[src/rtl/uart_pkg.sv]
// Shared UART definitions: TX sequencer states, word-length encoding, data-bit count.
package uart_pkg;

  typedef enum logic [2:0] {IDLE, LOAD, START, DATA, PARITY, STOP} tx_state_e;

  localparam logic [1:0] WLS_5 = 2'b00;
  localparam logic [1:0] WLS_6 = 2'b01;
  localparam logic [1:0] WLS_7 = 2'b10;
  localparam logic [1:0] WLS_8 = 2'b11;

  function automatic logic [3:0] data_bits(input logic [1:0] wls);
    return {2'b00, wls} + 4'd5;
  endfunction

endpackage

[src/rtl/uart_parity_gen.sv]
// Combinational parity over the active data bits; shared by the TX sequencer and RX checker.
module uart_parity_gen
  import uart_pkg::*;
(
  input  logic [7:0] data,
  input  logic [1:0] wls,
  input  logic       eps,
  input  logic       sp,
  output logic       par
);

  logic [7:0] mask;
  logic       odd;

  always_comb begin
    mask = 8'hFF;
    case (wls)
      WLS_5: mask = 8'h1F;
      WLS_6: mask = 8'h3F;
      WLS_7: mask = 8'h7F;
      WLS_8: mask = 8'hFF;
    endcase
    odd = ^(data & mask);
    par = sp ? ~eps : (eps ? odd : ~odd);
  end

endmodule

[src/rtl/uart_tx_ctrl.sv]
// UART transmit sequencer: pops THR/FIFO characters and serialises start/data/parity/stop on txd.
// Define UART_TX_FLOW_CTRL_EN to add cts_n gating of character pops.
module uart_tx_ctrl
  import uart_pkg::*;
#(
  parameter int OVERSAMPLE = 16
) (
  input  logic       pclk,
  input  logic       presetn,
  input  logic       baud_tick,
  input  logic       tx_fifo_empty,
  input  logic [7:0] tx_data,
  input  logic [1:0] wls,
  input  logic       stb,
  input  logic       pen,
  input  logic       eps,
  input  logic       sp,
  input  logic       bc,
`ifdef UART_TX_FLOW_CTRL_EN
  input  logic       cts_n,
`endif
  output logic       tsr_load,
  output logic       txd,
  output logic       tx_busy,
  output logic       temt
);

  localparam int TW = $clog2(3 * OVERSAMPLE / 2);
  localparam logic [TW-1:0] BIT_LAST  = TW'(OVERSAMPLE - 1);
  localparam logic [TW-1:0] HALF_LAST = TW'(3 * OVERSAMPLE / 2 - 1);

  tx_state_e     state;
  logic [TW-1:0] tick_cnt;
  logic [2:0]    bit_cnt;
  logic [7:0]    shift;
  logic [1:0]    wls_q;
  logic          stb_q, pen_q, par_q;
  logic          line;
  logic          par, can_pop, bit_end, half_stop, stop_end, start_frame;
  logic [2:0]    data_last;

`ifdef UART_TX_FLOW_CTRL_EN
  assign can_pop = !tx_fifo_empty && !cts_n;
`else
  assign can_pop = !tx_fifo_empty;
`endif

  // Parity is taken from the live inputs and frozen with the rest of the config at pop time.
  uart_parity_gen u_parity (
    .data (tx_data),
    .wls  (wls),
    .eps  (eps),
    .sp   (sp),
    .par  (par)
  );

  assign data_last   = 3'(data_bits(wls_q) - 4'd1);
  assign bit_end     = baud_tick && (tick_cnt == BIT_LAST);
  assign half_stop   = stb_q && (wls_q == WLS_5);
  assign stop_end    = half_stop ? (baud_tick && (tick_cnt == HALF_LAST))
                                 : (bit_end && (!stb_q || bit_cnt[0]));
  assign start_frame = can_pop && ((state == IDLE) || (state == STOP && stop_end));
  assign temt        = (state == IDLE) && tx_fifo_empty;

  // line is the undecorated bit level; txd re-applies break forcing every cycle.
  always_ff @(posedge pclk or negedge presetn) begin
    if (!presetn) begin
      state    <= IDLE;
      tick_cnt <= '0;
      bit_cnt  <= '0;
      shift    <= '0;
      wls_q    <= '0;
      stb_q    <= 1'b0;
      pen_q    <= 1'b0;
      par_q    <= 1'b0;
      line     <= 1'b1;
      txd      <= 1'b1;
      tsr_load <= 1'b0;
      tx_busy  <= 1'b0;
    end else begin
      tsr_load <= 1'b0;
      txd      <= ~bc & line;
      if (baud_tick && (state inside {START, DATA, PARITY, STOP}))
        tick_cnt <= tick_cnt + 1'b1;
      case (state)
        LOAD: begin
          tx_busy <= 1'b1;
          if (baud_tick && !tsr_load) begin
            state    <= START;
            tick_cnt <= '0;
            line     <= 1'b0;
            txd      <= 1'b0;
          end
        end
        START: if (bit_end) begin
          state    <= DATA;
          tick_cnt <= '0;
          bit_cnt  <= '0;
          line     <= shift[0];
          txd      <= ~bc & shift[0];
        end
        DATA: if (bit_end) begin
          tick_cnt <= '0;
          if (bit_cnt == data_last) begin
            bit_cnt <= '0;
            state   <= pen_q ? PARITY : STOP;
            line    <= pen_q ? par_q : 1'b1;
            txd     <= ~bc & (pen_q ? par_q : 1'b1);
          end else begin
            bit_cnt <= bit_cnt + 1'b1;
            shift   <= shift >> 1;
            line    <= shift[1];
            txd     <= ~bc & shift[1];
          end
        end
        PARITY: if (bit_end) begin
          state    <= STOP;
          tick_cnt <= '0;
          bit_cnt  <= '0;
          line     <= 1'b1;
          txd      <= ~bc;
        end
        STOP: begin
          if (stop_end) begin
            tick_cnt <= '0;
            bit_cnt  <= '0;
            state    <= IDLE;
            tx_busy  <= can_pop;
          end else if (bit_end && !half_stop) begin
            // first of two full stop bits
            tick_cnt <= '0;
            bit_cnt  <= 3'd1;
          end
        end
        default: state <= IDLE;
      endcase
      if (start_frame) begin
        state    <= LOAD;
        tsr_load <= 1'b1;
        shift    <= tx_data;
        wls_q    <= wls;
        stb_q    <= stb;
        pen_q    <= pen;
        par_q    <= par;
      end
    end
  end

endmodule

[config.mk]
export PLATFORM = sky130hd
export DESIGN_NAME = uart_tx_ctrl
export DESIGN_NICKNAME = d
export VERILOG_FILES = /design/src/rtl/uart_pkg.sv /design/src/rtl/uart_parity_gen.sv /design/src/rtl/uart_tx_ctrl.sv
export SDC_FILE = /design/constraint.sdc
export NUM_CORES = 1
export LEC_CHECK = 0
export CAP_MARGIN = 20
export CORE_MARGIN = 3
export CORE_UTILIZATION = 55
export CTS_CLUSTER_DIAMETER = 80
export DETAILED_ROUTE_END_ITERATION = 10
export DONT_BUFFER_PORTS = 1
export GPL_TIMING_DRIVEN = 0
export PLACE_DENSITY = 0.68
export SYNTH_ARGS = -nofsm -noshare
export SYNTH_HDL_FRONTEND = slang
export SYNTH_SLANG_ARGS = --single-unit
export TNS_END_PERCENT = 5
[constraint.sdc]
create_clock -name pclk -period 2.6 [get_ports pclk]
set_input_delay 0.65 -clock pclk [delete_from_list [all_inputs] [get_ports pclk]]
set_output_delay 0.65 -clock pclk [all_outputs]
set_load 0.02 [all_outputs]
==> out/results.md, run 1 <==
### Job
* **number of maximum-capacitance violations** 0

### Global route
* **GRT Resource Usage Total** 21.04%
* **number of antenna violations at the first check in global routing** 0
* **final global-route overflow total** 0
* **maximum number of pins on one net before global-route repair** 27
* **via count of the first global-routing pass** 1,423
* **wire length of the first global-routing pass** 6831 um

### Floorplan
* **width of the die** 64.36 um
* **placeable core region** 0.003153 sq mm
* **floorplan die height** 64.36 um
* **num ports** 23
* **overall die area** 0.004142 sq mm
* **initial cell density of the core** 59.40%
* **row cnt** 20

### Critical path
* **required time of the worst setup path** 2.84 ns
* **crit path launch type** flop
* **type of the worst setup path** flop to flop
* **crit path DAT** 2.68 ns
* **largest fanout on the critical path** 10
* **kind of end point of the critical path** flop

### Logic synthesis
* **Synth async-reset ratio** 100.0%
* **Synthesized Nets** 204
* **main combinational cell family by area after synthesis** compound AO/OA/AOI/OAI gates
* **post-synthesis share of cell area spent on and, or, nand and nor gates** 17.97%
* **Synth top cells by count** dfrtp_1 (26), a21oi_1 (11), nor2_1 (11)
* **share of the synthesized area in compound gates (AO/OA/AOI/OAI)** 20.11%
* **share of the synthesized area in the top cell type** 34.74%
* **most area-consuming cells after synthesis** dfrtp_1 (35%), mux2_2 (6.0%), mux2_4 (5.6%), xnor2_1 (3.3%), a21oi_1 (2.9%)
* **number of enable flip-flop cells after synthesis** 0
* **unique cell type count in the Yosys netlist** 59
* **cell taking the most area after synthesis** dfrtp_1
* **summed instance area of the synthesized netlist** 0.001873 sq mm
* **Post-Synth Adder-Cell Area** 2.004%
* **mean instance size in the synthesized netlist** 10.29 sq um
* **most frequent cell after synthesis** dfrtp_1
* **predominant post-synthesis flop cell** dfrtp_1
* **warnings from Yosys** 0
* **cell count after synthesis** 182
* **sequential element share of the synthesized area** 37.54%
* **proportion of synthesized area in mux cells** 12.16%
* **number of flip-flops and latches in the synthesized netlist** 28
* **xor and xnor fraction of the mapped netlist area** 5.878%

### Route
* **number of vias per cell after detailed routing** 6.100
* **total via count after detailed routing** 1,409
* **1st-iter DRT viols** 77
* **First-pass DRT Iterations** 4
* **Detailed Route WL** 3885 um
* **Routed Antenna Nets** 0
* **DRC violation count after routing** 0
* **routed length per placed instance** 16.82 um

### Final layout
* **multi-input combinational cell area** 0.001091 sq mm
* **diode count** 0
* **area of all placed cells without fillers** 0.002003 sq mm
* **area grow syn2layout** 6.947%
* **share of layout cells above drive strength 1** 23.53%
* **layout net count** 210
* **sequential cell area in the final layout** 703.2 sq um
* **number of fill cells in the layout** 275

### Placement
* **Port-buffer cells** 0
* **last weighted congestion value of the routability-driven placer** 0.9040
* **DP HPWL** 2995 um
* **area after detailed placement** 0.001928 sq mm

### Power and ir drop
* **Worst VDD drop** 438.8 uV
* **power per standard cell area** 1058 mW/mm^2
* **leakage power summed over all cells** 0.0008081 uW

### STA
* **number of failing hold endpoints at the final stage** 0
* **Final Slew Violations** 0
* **relative max-transition margin** 71.27%
* **timing-limited maximum frequency** 409.2 MHz
* **largest clock skew in the final design** 0.006347 ns
* **final worst path period share** 94.00%
* **minimum period implied by the final worst setup slack** 2.444 ns
* **setup repair after global routing missed its margin** no
* **Setup TNS Final** 0 ns
* **transition at the pin with the smallest max-transition slack** 0.4305 ns
* **final setup violation count** 0

### Clocking
* **clock insertion delay at the later pin of the skew report** 0.33 ns
* **post-CTS repair timing setup buffer count** 0
* **number of clock sinks seen by CTS** 28
* **clock transition time at the flip-flop clock pins of the worst setup and hold paths** 0.16 ns
* **H-tree level count** 1
* **CTS tree** done
* **TritonCTS buffer count** 3
* **Max clock buf depth** 2
* **Clock Tree Root** clkbuf_4

### Status
* **status** finished clean

### Hold path
* **Hold/Removal Path Class** input port to asynchronous set/reset pin

==> layer usage <==
layer  part of all wire [%]  vias to the layer above  global-route usage (%)
met5                      0                        -                       0
met4                   0.85                        0                   5.805
met3                    3.8                        4                   3.515
met2                     50                       25                   34.54
met1                     46                      693                   28.54
li1                       -                      687                       -
==> power by group <==
group	total [uW]	internal [uW]	switching, uW
clock network	290	156	134
registers	772	612	160
logic	1060	523	534
total	2120	1290	828
==> cell type report <==
| class | instances | area share (%) |
|---|---|---|
| Multi-Input combinational cell | 141 | 54.47 |
| Clock inverter | 1 | 1.499 |
| Inverter | 5 | 0.9369 |
| Sequential cell | 28 | 35.10 |
| Timing Repair Buffer | 1 | 0.9994 |
| Tap cell | 44 | 2.748 |
| Clock buffer | 3 | 1.124 |
| Buffer | 8 | 3.123 |
==> through the flow <==
step	setup slack (ns)	hold WS (ns)	total power, uW	utilization (%)	std cells
final	0.1559	0.1038	2120	63.53	231
after global routing	0.03017	0.07546	2290	63.53	231
after detailed placement	0.1301	0.3551	1817	61.15	226
after CTS	0.08760	0.09239	2132	63.45	231
after floorplan	0.3526	0.3544	1608	-	182
after global placement	0.1732	0.3551	1775	61.15	226
==> cells by family (layout without fill, tap and decap cells) <==
family                     after synthesis  in the layout
muxes                                   18             18
and+or+nand+nor                         57             57
buffers and inverters                   13             18
AOI/OAI and AO/OA                       52             52
adders and majority gates                3              3
xor gates and xnor gates                11             11
DFF                                     28             28
==> placed cells by master (no fill, tap or decap), types with 4 or more instances in the layout <==
cell,n
a21oi_1,11
dfrtp_1,26
inv_1,4
mux2_2,10
mux2_4,7
nand2_1,10
nand3_1,8
nor2_1,11
nor2b_1,4
nor3_1,5
o21ai_0,10
xnor2_1,7
==> path summary, 6_finish.rpt <==
kind,from,endpoint,slack [ns],cells past startpoint
hold reg to reg,line,line,0.52,2
setup / recovery,tick_cnt[0],shift[3],0.16,10
min in group pclk,bc,txd,0.33,1
max in group asynchronous,presetn,tick_cnt[4],2.34,1
setup reg to reg,tick_cnt[0],shift[3],0.16,10
hold / removal,presetn,tx_busy,0.10,1
==> state kept, by name, indices dropped and copies added (netlist names) <==
name / cells
bit_cnt: 3
line: 1
par_q: 1
pen_q: 1
shift: 8
state: 3
stb_q: 1
tick_cnt: 5
tsr_load: 1
tx_busy: 1
txd: 1
wls_q: 2
==> critical path: stages (launching register included) <==
cell and delay, ns:
dfrtp_1 0.44, ha_1 0.21, and3_1 0.17, ha_2 0.26, nand2_2 0.11, a21o_4 0.22
a211oi_2 0.24, or2_1 0.15, buf_6 0.12, buf_12 0.13, mux2_4 0.30
==> what timing repair did <==
item	CTS	global route
endpoints found under the setup margin	0	7
resized for setup	0	1
endpoints found under the hold margin	26	0
hold buffers	1	0
Power figures use the tool's default switching activity.
==> run 2, diff against run 1 <==
- ABC_AREA: unset -> 1
- CTS_CLUSTER_DIAMETER: 80 -> 30
- SKIP_LAST_GASP: unset -> 1
==> run 2 against run 1 <==
  * Register-to-register slack gained 0.46 ns
  * Worst setup slack improved by 0.28 ns
  * Clock skew grew 0.0014 ns
  * Sequential power down 2%
  * Sequential share of layout area rose by 0.31 points
  * Hold slack got worse by 0.0044 ns
  * Combinational power shrank 12%
  * Global-route usage decreased by 0.17 points
  * First-iteration DRC count is 40% higher
==> out/results.md, run 2 <==
### Power and ir drop
* **leakage power summed over all cells** 0.001036 uW, +28%
* **power per standard cell area** 995.8 mW/mm^2, -5.9%
* **Worst VDD drop** 448.1 uV, +2.1%

### Floorplan
* **row cnt** 20, unchanged
* **overall die area** 0.004111 sq mm, -0.73%
* **floorplan die height** 64.12 um, -0.37%
* **placeable core region** 0.003128 sq mm, -0.79%
* **num ports** 23, unchanged
* **initial cell density of the core** 59.40%, about the same
* **width of the die** 64.12 um, -0.37%

### Critical path
* **number of buffers and inverters on the critical path** 2, unchanged
* **Reg-to-Reg Start** tick_cnt[0]
* **cell family with most CP delay** simple AND/OR/NAND/NOR gates
* **kind of end point of the critical path** output pin
* **cell chain of the critical path** nor2_1 -> inv_1 -> nor2_1 -> inv_1 -> nor2_1
* **slowest stage cell, crit path** dfrtp_1
* **launch point of the worst path** state[0]
* **crit path DAT** 1.51 ns, -1.17 ns
* **Crit path largest cell delay** 0.46 ns, +0.02 ns
* **FF-to-FF path depth** 11, +1
* **type of the worst setup path** flop to output pin
* **setup slack of the worst register-to-register path** 0.62 ns, +0.46 ns
* **Reg2Reg Capture Point** tick_cnt[3]
* **required time of the worst setup path** 1.95 ns, -0.89 ns
* **Worst path depth** 5, -5
* **crit path launch type** flop
* **largest fanout on the critical path** 5, -5
* **most frequent cell on the critical path** nor2_1
* **destination of the critical timing path** temt

### Global route
* **GRT Resource Usage Total** 20.86%, -0.17 points
* **number of antenna violations at the first check in global routing** 0, unchanged
* **final global-route overflow total** 0, unchanged
* **maximum number of pins on one net before global-route repair** 27, unchanged
* **via count of the first global-routing pass** 1,554, +9.2%
* **wire length of the first global-routing pass** 6844 um, +0.19%

### STA
* **final worst path period share** 83.15%, -11 points
* **largest clock skew in the final design** 0.007770 ns, +0.001423 ns
* **Setup TNS Final** 0 ns, unchanged
* **Final Slew Violations** 0, unchanged
* **least setup slack across all paths after layout** 0.4381 ns, +0.2821 ns
* **Hold Worst Slack** 0.09944 ns, -0.004395 ns
* **transition at the pin with the smallest max-transition slack** 0.3880 ns, -0.04254 ns
* **relative max-transition margin** 74.04%, +2.8 points
* **number of failing hold endpoints at the final stage** 0, unchanged
* **final setup violation count** 0, unchanged
* **minimum period implied by the final worst setup slack** 2.162 ns, -0.2821 ns
* **timing-limited maximum frequency** 462.5 MHz, +13%
* **setup repair after global routing missed its margin** no

### Placement
* **DP HPWL** 2939 um, -1.9%
* **Port-buffer cells** 0, unchanged
* **placed instance count** 286, +27%
* **area after detailed placement** 0.001913 sq mm, -0.78%
* **worst slack at placement** 0.6470 ns, +0.5169 ns
* **last weighted congestion value of the routability-driven placer** 0.8369, -7.4%

### Final layout
* **most common cell after layout, fill and taps aside** nand2_1
* **layout net count** 270, +29%
* **flip-flop count of the largest register after layout** 8, unchanged
* **most used cells in the layout excluding fill and tap cells** nand2_1 (69), nor2_1 (30), dfrtp_1 (26)
* **register bank with the most flops** shift
* **non-filler instance count after layout** 291, +26%
* **area grow syn2layout** 6.868%, about the same
* **share of layout cells above drive strength 1** 15.79%, -7.7 points
* **diode count** 0, unchanged
* **Largest regs** shift x8, tick_cnt x5
* **area of all placed cells without fillers** 0.001986 sq mm, -0.87%

### Clocking
* **post-CTS repair timing setup buffer count** 0, unchanged
* **number of clock sinks seen by CTS** 28, unchanged
* **Clock Tree Root** clkbuf_4
* **TritonCTS buffer count** 3, unchanged
* **clock insertion delay at the later pin of the skew report** 0.33 ns, about the same
* **clock transition time at the flip-flop clock pins of the worst setup and hold paths** 0.16 ns, about the same
* **count of cells resized by post-cts repair** 0, unchanged
* **H-tree level count** 1, unchanged
* **Max clock buf depth** 2, unchanged
* **CTS tree** done

### Route
* **Detailed Route WL** 3772 um, -2.9%
* **routed length per placed instance** 12.96 um, -23%
* **Routed Antenna Nets** 0, unchanged
* **number of vias per cell after detailed routing** 5.182, -15%
* **DRC violation count after routing** 0, unchanged
* **total via count after detailed routing** 1,508, +7.0%
* **1st-iter DRT viols** 108, +40%
* **First-pass DRT Iterations** 4, unchanged

### Logic synthesis
* **Synth top cells by count** nand2_1 (69), nor2_1 (30), dfrtp_1 (26)
* **share of the synthesized area in the top cell type** 35.02%, +0.28 points
* **predominant post-synthesis flop cell** dfrtp_1
* **warnings from Yosys** 0, unchanged
* **number of flip-flops and latches in the synthesized netlist** 28, unchanged
* **unique cell type count in the Yosys netlist** 33, -44%
* **most area-consuming cells after synthesis** dfrtp_1 (35%), nand2_1 (14%), nor2_1 (6.1%), nand3_1 (5.4%), inv_1 (5.1%)
* **cell count after synthesis** 242, +33%
* **number of enable flip-flop cells after synthesis** 0, unchanged
* **sequential element share of the synthesized area** 37.85%, +0.30 points
* **cell taking the most area after synthesis** dfrtp_1
* **Synth async-reset ratio** 100.0%, unchanged
* **summed instance area of the synthesized netlist** 0.001858 sq mm, -0.80%
* **mean instance size in the synthesized netlist** 7.678 sq um, -25%
* **Synthesized Nets** 264, +29%
* **most frequent cell after synthesis** nand2_1

### Status
* **status** finished clean

### Hold path
* **Hold/Removal Path Class** input port to asynchronous set/reset pin

### Job
* **number of maximum-capacitance violations** 0, unchanged

-- run 2: metrics by stage --
stage               power [uW]  utilization, %
finish                    1977           63.48
global route              2171           63.48
CTS                       1988           63.48
detailed placement        1682           61.16
global placement          1641           61.16
floorplan                 1496               -
-- run 2: final cells by class --
type | count | area, sq um
inverter | 30 | 112.6
sequential | 28 | 703.2
buffer | 1 | 20.02
fill | 292 | 1142
clock buffer | 3 | 22.52
clock inverter | 1 | 30.03
multi-input combinational | 183 | 1022
tap | 44 | 55.05
timing repair buffer | 1 | 20.02
-- run 2: kinds of logic after synthesis --
kind of cell / synth area share (%)
buffers and inverters: 7.138
AND/OR/NAND/NOR: 39.93
flip-flops: 37.84
multiplexers: 2.155
adder cells (fa/ha/maj): 2.020
XOR/XNOR: 4.243
AO/OA/AOI/OAI: 6.666
-- run 2: what timing repair did --
item	in CTS	in global routing
hold buffers	1	0
hold endpoints to repair	26	0
endpoints found under the setup margin	0	0
-- run 2: how the worst min path moves through the flow --
stage               startpoint          end  slack, ns
CTS                    presetn  tick_cnt[3]       0.10
global route           presetn  tick_cnt[3]       0.08
floorplan              presetn   bit_cnt[0]       0.35
detailed placement     presetn  tick_cnt[3]       0.36
finish                 presetn  tick_cnt[3]        0.1
global placement       presetn  tick_cnt[3]       0.36
-- run 2: routing by layer --
layer	up-vias	part of all wire, %	track usage (%)
met5	-	0	0
met3	6	3.7	3.515
met1	688	45	26.32
li1	781	-	-
met2	33	50	36.90
met4	0	1.6	5.277
-- run 2: worst register-to-register path, cell delays in order (launching register included) --
cell	delay, ns
dfrtp_1	0.44
ha_1	0.22
nand2_1	0.09
nor2_1	0.05
ha_1	0.19
nand2_2	0.17
nor2_2	0.07
o21ai_2	0.10
o2111ai_1	0.25
nand3_1	0.13
inv_1	0.10
nor2_1	0.12
-- run 2: power by group --
group | internal [uW] | total, uW | switching, uW
Combinational | 336 | 929 | 594
Sequential | 614 | 757 | 143
Clock | 156 | 291 | 135
==> run 3, diff against run 2 <==
- clock period: 2.6 -> 2.2 ns (I/O delays scaled with it)
==> run 3 against run 2 <==
  * Power grew 18%
  * Combinational power rose by 18%
  * Routed wire length increased by 0.48%
  * Global-route usage stayed put
==> out/results.md, run 3 (synthesis results as in run 2) <==
### Status
* **status** finished clean

### Clocking
* **Max clock buf depth** 2, unchanged
* **Clock Tree Root** clkbuf_4
* **clock transition time at the flip-flop clock pins of the worst setup and hold paths** 0.16 ns, about the same
* **post-CTS repair timing setup buffer count** 0, unchanged
* **H-tree level count** 1, unchanged
* **number of clock sinks seen by CTS** 28, unchanged
* **clock insertion delay at the later pin of the skew report** 0.33 ns, about the same
* **count of cells resized by post-cts repair** 0, unchanged
* **CTS tree** done
* **CTS Hold Bufs** 1, unchanged
* **TritonCTS buffer count** 3, unchanged

### Final layout
* **diode count** 0, unchanged
* **area grow syn2layout** 7.407%
* **share of layout cells above drive strength 1** 15.73%, -0.064 points
* **number of fill cells in the layout** 291, -0.34%
* **most common cell after layout, fill and taps aside** nand2_1
* **most used cells in the layout excluding fill and tap cells** nand2_1 (69), nor2_1 (30), dfrtp_1 (26)
* **sequential cell area in the final layout** 703.2 sq um, unchanged
* **register bank with the most flops** shift
* **flip-flop count of the largest register after layout** 8, unchanged
* **multi-input combinational cell area** 0.001022 sq mm, unchanged
* **layout net count** 271, +0.37%
* **area of all placed cells without fillers** 0.001996 sq mm, +0.50%
* **Largest regs** shift x8, tick_cnt x5

### STA
* **number of failing hold endpoints at the final stage** 0, unchanged
* **Setup TNS Final** 0 ns, unchanged
* **timing-limited maximum frequency** 484.9 MHz
* **least setup slack across all paths after layout** 0.1379 ns, -0.3001 ns
* **minimum period implied by the final worst setup slack** 2.062 ns
* **final setup violation count** 0, unchanged
* **relative max-transition margin** 73.70%, -0.34 points
* **transition at the pin with the smallest max-transition slack** 0.3941 ns, +0.006112 ns
* **final worst path period share** 93.73%
* **largest clock skew in the final design** 0.007846 ns, +0.00007589 ns
* **Final Slew Violations** 0, unchanged
* **setup repair after global routing missed its margin** no

### Route
* **post-route met1 wirelength** 1728 um, +1.9%
* **First-pass DRT Iterations** 4, unchanged
* **routed length on met3** 123 um, -12%
* **routed length per placed instance** 12.98 um, +0.13%
* **DRC violation count after routing** 0, unchanged
* **DR top layer** met4
* **Routed Antenna Nets** 0, unchanged
* **detailed-routed wire length on met2** 1886 um, +0.53%
* **number of vias per cell after detailed routing** 5.137, -0.87%
* **Detailed Route WL** 3790 um, +0.48%
* **1st-iter DRT viols** 95, -12%
* **total via count after detailed routing** 1,500, -0.53%

### Global route
* **via count of the first global-routing pass** 1,554, unchanged
* **number of antenna violations at the first check in global routing** 0, unchanged
* **final global-route overflow total** 0, unchanged
* **GRT Resource Usage Total** 20.86%, unchanged
* **wire length of the first global-routing pass** 6844 um, unchanged
* **maximum number of pins on one net before global-route repair** 27, unchanged

### Critical path
* **required time of the worst setup path** 1.65 ns, -0.30 ns
* **largest fanout on the critical path** 5, unchanged
* **type of the worst setup path** flop to output pin
* **kind of end point of the critical path** output pin
* **crit path DAT** 1.51 ns, about the same
* **crit path launch type** flop

### Placement
* **last weighted congestion value of the routability-driven placer** 0.8369, unchanged
* **worst slack at placement** 0.2470 ns, -0.4000 ns
* **area after detailed placement** 0.001913 sq mm, unchanged
* **DP HPWL** 2939 um, unchanged
* **Port-buffer cells** 0, unchanged

### Job
* **number of maximum-capacitance violations** 0, unchanged

### Floorplan
* **floorplan die height** 64.12 um, unchanged
* **row cnt** 20, unchanged
* **placeable core region** 0.003128 sq mm, unchanged
* **overall die area** 0.004111 sq mm, unchanged
* **num ports** 23, unchanged
* **width of the die** 64.12 um, unchanged
* **initial cell density of the core** 59.40%, unchanged

### Power and ir drop
* **Pwr Total** 2340 uW, +18%
* **power per standard cell area** 1173 mW/mm^2, +18%
* **leakage power summed over all cells** 0.001040 uW, +0.40%
* **Worst VDD drop** 529.7 uV, +18%

### Hold path
* **Hold/Removal Path Class** input port to flop

## run 3: cell count changes in the layout (fill, tap and decap cells not counted), sizes merged
cell | before | now
dlygate4sd3 | 0 | 1
## run 3: worst max-delay path: stages (launching register included)
cell     delay [ns]
dfrtp_1        0.46
nor2_1         0.15
inv_1          0.05
nor2_1         0.14
inv_1          0.07
nor2_1         0.31
## run 3: final cells by class
cell class                      instances  share of cell area [%]
Buffer                                  1                   1.003
Clock buffer                            3                   1.129
Clock inverter                          1                   1.505
Inverter                               30                   5.643
Multi-Input combinational cell        183                   51.22
Sequential cell                        28                   35.24
Tap cell                               44                   2.759
Timing Repair Buffer                    2                   1.505
## run 3: routing by layer
metal | vias up | track usage [%]
met1 | 684 | 26.32
met4 | 0 | 5.277
li1 | 781 | -
met5 | - | 0
met2 | 29 | 36.90
met3 | 6 | 3.515
## run 3: path summary, 6_finish.rpt
check,end,from,slack [ns],cells after the start
max,temt,state[0],0.14,5
min,stb_q,stb,0.32,2
max reg2reg,tick_cnt[3],tick_cnt[0],0.21,11
min reg2reg,shift[6],shift[6],0.50,2
max in group asynchronous,shift[3],presetn,1.30,2
min in group asynchronous,txd,presetn,0.73,1
## run 3: metrics by stage
| step | util, % | hold slack (ns) | cells |
|---|---|---|---|
| after detailed placement | 61.16 | 0.2551 | 286 |
| final | 63.80 | 0.3215 | 292 |
| after global routing | 63.80 | 0.2989 | 292 |
| after global placement | 61.16 | 0.2550 | 286 |
| after CTS | 63.48 | 0.002999 | 291 |
| after floorplan | - | 0.2544 | 242 |
## run 3: where the power goes
part	total, uW	switching [uW]	internal (uW)
Sequential	895	169	726
Clock	344	160	184
Combinational	1100	704	398
Total	2340	1030	1310
